$ cat src/rtl/spi_slave_if.sv
// SPI slave with clk-domain oversampling: 32-bit LSB-first word mode (spi_frame low)
// and single-byte OOB mode (spi_cs low, spi_frame high), with valid/ready transmit fetch.
module spi_slave_if #(
  parameter int unsigned SYNC_STAGES = 2,
  parameter logic [31:0] TX_IDLE     = 32'hFFFF_FFFF,
  parameter logic [7:0]  OOB_IDLE    = 8'hFF
) (
  input  logic        clk,
  input  logic        rst,
  input  logic        spi_clk,
  input  logic        spi_mosi,
  output logic        spi_miso,
  input  logic        spi_cs,
  input  logic        spi_frame,
  output logic [31:0] rx_word,
  output logic        rx_word_valid,
  output logic [7:0]  rx_oob,
  output logic        rx_oob_valid,
  output logic        rx_abort,
  input  logic [31:0] tx_word,
  input  logic        tx_valid,
  output logic        tx_ready,
  output logic        tx_underrun,
  input  logic [7:0]  tx_oob,
  input  logic        tx_oob_wr
);

  typedef enum logic [1:0] {S_IDLE, S_WORD, S_OOB} state_t;

  state_t state, next_state;

  logic [SYNC_STAGES-1:0] sclk_sync, mosi_sync, cs_sync, frame_sync;
  logic        sclk_s, mosi_s, cs_s, frame_s, sclk_d, rise;
  logic [4:0]  bitcnt;
  logic [30:0] rx_sh;
  logic [31:0] tx_sh;
  logic [7:0]  oob_buf;
  logic        oob_pend;
  logic        word_load, oob_load, word_done, oob_done, abort, shift_en;

  assign sclk_s  = sclk_sync[SYNC_STAGES-1];
  assign mosi_s  = mosi_sync[SYNC_STAGES-1];
  assign cs_s    = cs_sync[SYNC_STAGES-1];
  assign frame_s = frame_sync[SYNC_STAGES-1];
  assign rise    = sclk_s & ~sclk_d;

  // Chains preset to the idle bus levels so reset release cannot fake an edge or a select.
  always_ff @(posedge clk or posedge rst) begin
    if (rst) begin
      sclk_sync  <= '0;
      mosi_sync  <= '0;
      cs_sync    <= '1;
      frame_sync <= '1;
      sclk_d     <= 1'b0;
    end else begin
      sclk_sync  <= {sclk_sync[SYNC_STAGES-2:0], spi_clk};
      mosi_sync  <= {mosi_sync[SYNC_STAGES-2:0], spi_mosi};
      cs_sync    <= {cs_sync[SYNC_STAGES-2:0], spi_cs};
      frame_sync <= {frame_sync[SYNC_STAGES-2:0], spi_frame};
      sclk_d     <= sclk_s;
    end
  end

  always_comb begin
    next_state = state;
    word_load  = 1'b0;
    oob_load   = 1'b0;
    word_done  = 1'b0;
    oob_done   = 1'b0;
    abort      = 1'b0;
    case (state)
      S_IDLE: begin
        if (!frame_s) begin
          next_state = S_WORD;
          word_load  = 1'b1;
        end else if (!cs_s) begin
          next_state = S_OOB;
          oob_load   = 1'b1;
        end
      end
      S_WORD: begin
        if (frame_s) begin
          next_state = S_IDLE;
          abort      = (bitcnt != 5'd0);
        end else if (rise && bitcnt == 5'd31) begin
          word_done = 1'b1;
          word_load = 1'b1;
        end
      end
      S_OOB: begin
        if (!frame_s) begin
          next_state = S_WORD;
          abort      = (bitcnt != 5'd0);
          word_load  = 1'b1;
        end else if (cs_s) begin
          next_state = S_IDLE;
          abort      = (bitcnt != 5'd0);
        end else if (rise && bitcnt == 5'd7) begin
          oob_done = 1'b1;
          oob_load = 1'b1;
        end
      end
      default: next_state = S_IDLE;
    endcase
    shift_en = rise && (next_state == state) && (state != S_IDLE);
  end

  always_ff @(posedge clk or posedge rst) begin
    if (rst) begin
      state         <= S_IDLE;
      bitcnt        <= '0;
      rx_sh         <= '0;
      tx_sh         <= '0;
      oob_buf       <= '0;
      oob_pend      <= 1'b0;
      rx_word       <= '0;
      rx_word_valid <= 1'b0;
      rx_oob        <= '0;
      rx_oob_valid  <= 1'b0;
      rx_abort      <= 1'b0;
      tx_ready      <= 1'b0;
      tx_underrun   <= 1'b0;
    end else begin
      state         <= next_state;
      rx_word_valid <= 1'b0;
      rx_oob_valid  <= 1'b0;
      tx_ready      <= 1'b0;
      tx_underrun   <= 1'b0;
      rx_abort      <= abort;
      if (shift_en) begin
        rx_sh  <= {mosi_s, rx_sh[30:1]};
        tx_sh  <= {1'b0, tx_sh[31:1]};
        bitcnt <= bitcnt + 5'd1;
      end
      if (word_done) begin
        rx_word       <= {mosi_s, rx_sh};
        rx_word_valid <= 1'b1;
      end
      if (oob_done) begin
        rx_oob       <= {mosi_s, rx_sh[30:24]};
        rx_oob_valid <= 1'b1;
      end
      if (word_load) begin
        bitcnt <= '0;
        if (tx_valid) begin
          tx_sh    <= tx_word;
          tx_ready <= 1'b1;
        end else begin
          tx_sh       <= TX_IDLE;
          tx_underrun <= 1'b1;
        end
      end
      if (oob_load) begin
        bitcnt   <= '0;
        tx_sh    <= {24'h0, (oob_pend ? oob_buf : OOB_IDLE)};
        oob_pend <= 1'b0;
      end
      if (next_state == S_IDLE)
        bitcnt <= '0;
      // A write landing on a byte-start load re-arms pending, so it goes out with the next byte.
      if (tx_oob_wr) begin
        oob_buf  <= tx_oob;
        oob_pend <= 1'b1;
      end
    end
  end

  assign spi_miso = (state != S_IDLE) & tx_sh[0];

endmodule

$ cat config.mk
export PLATFORM = sky130hd
export DESIGN_NAME = spi_slave_if
export DESIGN_NICKNAME = d
export VERILOG_FILES = /design/src/rtl/spi_slave_if.sv
export SDC_FILE = /design/constraint.sdc
export NUM_CORES = 1
export LEC_CHECK = 0
export CAP_MARGIN = 15
export CELL_PAD_IN_SITES_DETAIL_PLACEMENT = 0
export CELL_PAD_IN_SITES_GLOBAL_PLACEMENT = 1
export CORE_ASPECT_RATIO = 0.9
export CORE_MARGIN = 4
export CORE_UTILIZATION = 41
export DETAILED_ROUTE_END_ITERATION = 16
export HOLD_SLACK_MARGIN = 0.05
export PLACE_DENSITY_LB_ADDON = 0.1
export SLEW_MARGIN = 20
export SYNTH_ARGS = -nofsm -noshare
export SYNTH_HDL_FRONTEND = slang
export SYNTH_SLANG_ARGS = --single-unit
$ cat constraint.sdc
create_clock -name clk -period 6.36 [get_ports clk]
set_clock_uncertainty 0.15 [all_clocks]
set_input_delay 1.59 -clock clk [delete_from_list [all_inputs] [get_ports clk]]
set_output_delay 1.59 -clock clk [all_outputs]
set_load 0.01 [all_outputs]
# ---- After elaboration in Yosys (flattened, before gate mapping)
# Cells that the tools add are included.
dict set report classes {
  addsub 1
  eq_ne 5
  mux 39
  n_bitwise 3
  n_reduce_logical 12
}
# op n
set op_table {}
lappend op_table {{$mux W32} 4}
lappend op_table {{$mux W1} 21}
lappend op_table {{$mux W5} 4}
lappend op_table {{$mux W2} 5}
lappend op_table {{$mux W8} 1}
lappend op_table {{$pmux W1 S2} 3}
lappend op_table {{$pmux W2 S3} 1}
lappend op_table {{$add A5 B1 Y5 const B} 1}
lappend op_table {{$eq A5 B3 Y1 const B} 1}
lappend op_table {{$eq A5 B5 Y1 const B} 1}
lappend op_table {{$reduce_bool A5 Y1} 1}
lappend op_table {{$logic_and A1 B1 Y1} 4}
lappend op_table {{$logic_not A2 Y1} 2}
lappend op_table {{$reduce_bool A2 Y1} 2}
lappend op_table {{$reduce_bool A4 Y1} 1}
lappend op_table {{$reduce_bool A3 Y1} 1}
lappend op_table {{$and A1 B1 Y1} 2}
lappend op_table {{$eq A2 B1 Y1 const B} 1}
lappend op_table {{$eq A2 B2 Y1} 1}
lappend op_table {{$eq A2 B2 Y1 const B} 1}
lappend op_table {{$reduce_or A2 Y1} 1}
lappend op_table {{$not A1 Y1} 1}
dict set report word_totals {
  reg_bits 133
  in_bits 48
  output_inout_bits 46
  word_cells 78
}

# ---- Depth between registers and ports, before layout
dict set report logic_depth {
  depth_word 10
  depth_mapped 9
  depth_no_buf 8
}

# ---- Worst setup path before layout
# Ideal clock, no wire load.
dict set report synth_path {
  path_kind {register to output}
  from {register state[0]}
  to {output port spi_miso}
  arrival_ps 1076
  required_time_ps 4620
  setup_slack_ps 3544
  stages_incl_launch_ff 4
  n_path_buf 0
  path_cell_list {dfrtp_1 inv_1 ha_1 nor2b_1}
}
dict set report synth_between {
  elab_chain_len 2
}
# element line
set synth_lines {}
lappend synth_lines {{from (decl)} 30} ;# state_t state, next_state;
lappend synth_lines {{from (signal assigned)} 124} ;# state <= next_state;
lappend synth_lines {{$reduce_bool A2 Y1} 168} ;# assign spi_miso = (state != S_IDLE) & tx_sh[0];
lappend synth_lines {{$and A1 B1 Y1} 168}
lappend synth_lines {{to (decl)} 12} ;# output logic spi_miso,
# Every way passes these cells.

# ---- Worst setup path after layout
# Ends and elaborated chain as after synthesis.

==> flow_summary.json <==
{
  "io_pins": 94,
  "synth_edf_count": 0,
  "setup_tns_ns": 0,
  "final_cell_mix": "nand2_1 (170), dfrtp_1 (129), clkdlybuf4s50_1 (93)",
  "antenna_found_initial": 0,
  "cts.hold.buffers_added": 0,
  "clk_pin_slew_ns": 0.05,
  "first_pass_iters": 4,
  "p_leak_nw": 3.36,
  "num_rows": 40,
  "grt_max_degree": 92,
  "cts_resized": 0,
  "fp.dieArea_um2": 15800,
  "fp.coreArea_um2": 13500,
  "syn_area_um2": 5670,
  "die_w_um": 132,
  "ant_nets": 0,
  "final_common_cell": "nand2_1",
  "antenna_cells": 0,
  "relSlewSlack_pct": 31.4,
  "rsz0062_at_grt": "no",
  "die_h_um": 120,
  "power_density_nw_per_um2": 352,
  "cp-start-kind": "flop",
  "postCtsSetupBuffers": 0,
  "remaining_drc_errors": 0,
  "cts_tree": "yes",
  "hold_class": "reg2reg",
  "hold_viol": 0,
  "slew_viol_final": 0,
  "port_buffers": 93,
  "syn_inst": 541,
  "critPathKind": "reg2out",
  "drive_above_1_share_pct": 12.7,
  "stdcell_count": 804,
  "first_iter_violations": 287,
  "yosysWarnings": 0,
  "clock_latency_ns": 0.42,
  "clockBufferDepth": 2,
  "ys_ff_latch": 133,
  "clock_sinks": 133,
  "area_growth_pct": 27.4,
  "ir_worst_vdd_v": 0.000202,
  "avgSynthCellArea_um2": 10.5,
  "cts.htree.levels": 4,
  "fin_crit_sh_pct": 61.4,
  "arrival_ns": 2.17,
  "ys.flop_type": "dfrtp_1",
  "critPathMaxFanout": 10,
  "synth_cell_types": 42,
  "run_status": "completed",
  "seq_area_frac_synth_pct": 58.8,
  "wl_um": 12500,
  "final_nets": 682,
  "track_usage_pct": 16.7,
  "dpl.hpwl_um": 7760,
  "end_kind": "output pin",
  "fmax_ghz": 0.256,
  "vias_per_cell": 5.17,
  "start_util_pct": 42.1,
  "cts_buffers": 17,
  "worstMarginPinSlew_ns": 1.03,
  "gp_congestion": 0.757,
  "synthArstFlopShare_pct": 100,
  "syn-num-nets": 597,
  "root_buffer": "clkbuf_16",
  "min_period_ns": 3.91,
  "grt_overflow": 0,
  "place_inst": 775,
  "fin_util_pct": 53.6,
  "drv_cap": 0,
  "hold_ws_ns": 0.199,
  "grt_pass1_wl_um": 21100,
  "setup_viol": 0,
  "crit_required_ns": 4.62,
  "post_drt_wl_per_cell_um": 15.5,
  "grt_pass1_vias": 4110,
  "num_vias": 4158
}
## through the flow
stage | cell area (um2) | worst slack (ns) | power (W)
floorplan | 5670 | 1.07 | 0.00154
global placement | 6710 | 2.91 | 0.00168
detailed placement | 6710 | 2.82 | 0.00170
CTS | 7220 | 2.42 | 0.00257
global route | 7220 | 2.34 | 0.00271
finish | 7220 | 2.45 | 0.00254
## power breakdown
group          total [W]  internal, W  switching (W)
sequential       0.00109     0.000995      0.0000989
combinational   0.000595     0.000248       0.000346
clock           0.000855     0.000520       0.000335
total            0.00254      0.00176       0.000781
## final timing paths
| check | startpoint | to | slack (ns) | depth (start not counted) |
|---|---|---|---|---|
| max | state[0] | spi_miso | 2.45 | 4 |
| min | mosi_sync[0] | mosi_sync[1] | 0.20 | 0 |
| max reg2reg | state[0] | bitcnt[3] | 2.99 | 8 |
| min reg2reg | mosi_sync[0] | mosi_sync[1] | 0.20 | 0 |
| max in group asynchronous | rst | rx_word[17] | 3.42 | 3 |
| min in group asynchronous | rst | rx_sh[27] | 1.58 | 2 |
## flip-flops by register name, indices dropped and copies added (netlist names), 2 cells and up
| name | flops |
|---|---|
| rx_word | 32 |
| tx_sh | 32 |
| rx_sh | 31 |
| oob_buf | 8 |
| rx_oob | 8 |
| bitcnt | 5 |
| cs_sync | 2 |
| frame_sync | 2 |
| mosi_sync | 2 |
| sclk_sync | 2 |
| state | 2 |
## worst max-delay path: stages (launching register included)
cell and delay [ns]:
dfrtp_1 0.56, inv_1 0.12, ha_1 0.33, nor2b_1 0.19
clkdlybuf4s50_1 0.56
## layout make-up
type	count	area, um2
clock buffers	25	485
repair buffers	98	968
multi-input cells	367	2160
flip-flops and latches	133	3330
inverters	9	38.8
well taps	168	210
clock inverters	4	25.0
fillers	1245	6240
## synth_stat cells, drive strengths merged, types with 2 or more instances
master / n / area share, %
a211o: 10 / 1.5
a211oi: 2 / 0.35
a21oi: 4 / 0.35
a31oi: 32 / 3.5
and3: 2 / 0.22
buf: 18 / 1.8
clkbuf: 14 / 0.93
dfrtp: 129 / 57
dfstp: 4 / 1.9
ha: 8 / 1.8
inv: 8 / 0.53
mux2: 40 / 7.9
nand2: 170 / 11
nand2b: 3 / 0.33
nand3: 10 / 0.97
nand4: 2 / 0.22
nor2: 16 / 1.1
nor2b: 7 / 0.77
nor3b: 18 / 2.4
o21ai: 26 / 2.3
## cell families (layout without fill, tap and decap cells)
kind of cell	after synthesis	after routing	share of synthesized area, %
compound gates	83	83	9.86
fa+ha+maj	8	8	1.77
buf+inv	41	136	3.33
flops	133	133	58.8
xor+xnor	2	2	0.309
mux	41	41	8.12
simple gates	233	233	17.8
## layer usage
metal | track usage, % | vias up | wire, um
li1 | - | 2010 | -
met1 | 24.3 | 2043 | 6260
met2 | 23.4 | 89 | 5500
met3 | 4.27 | 16 | 501
met4 | 7.28 | 0 | 204
met5 | 0 | - | 0
Power figures use the tool's default switching activity.
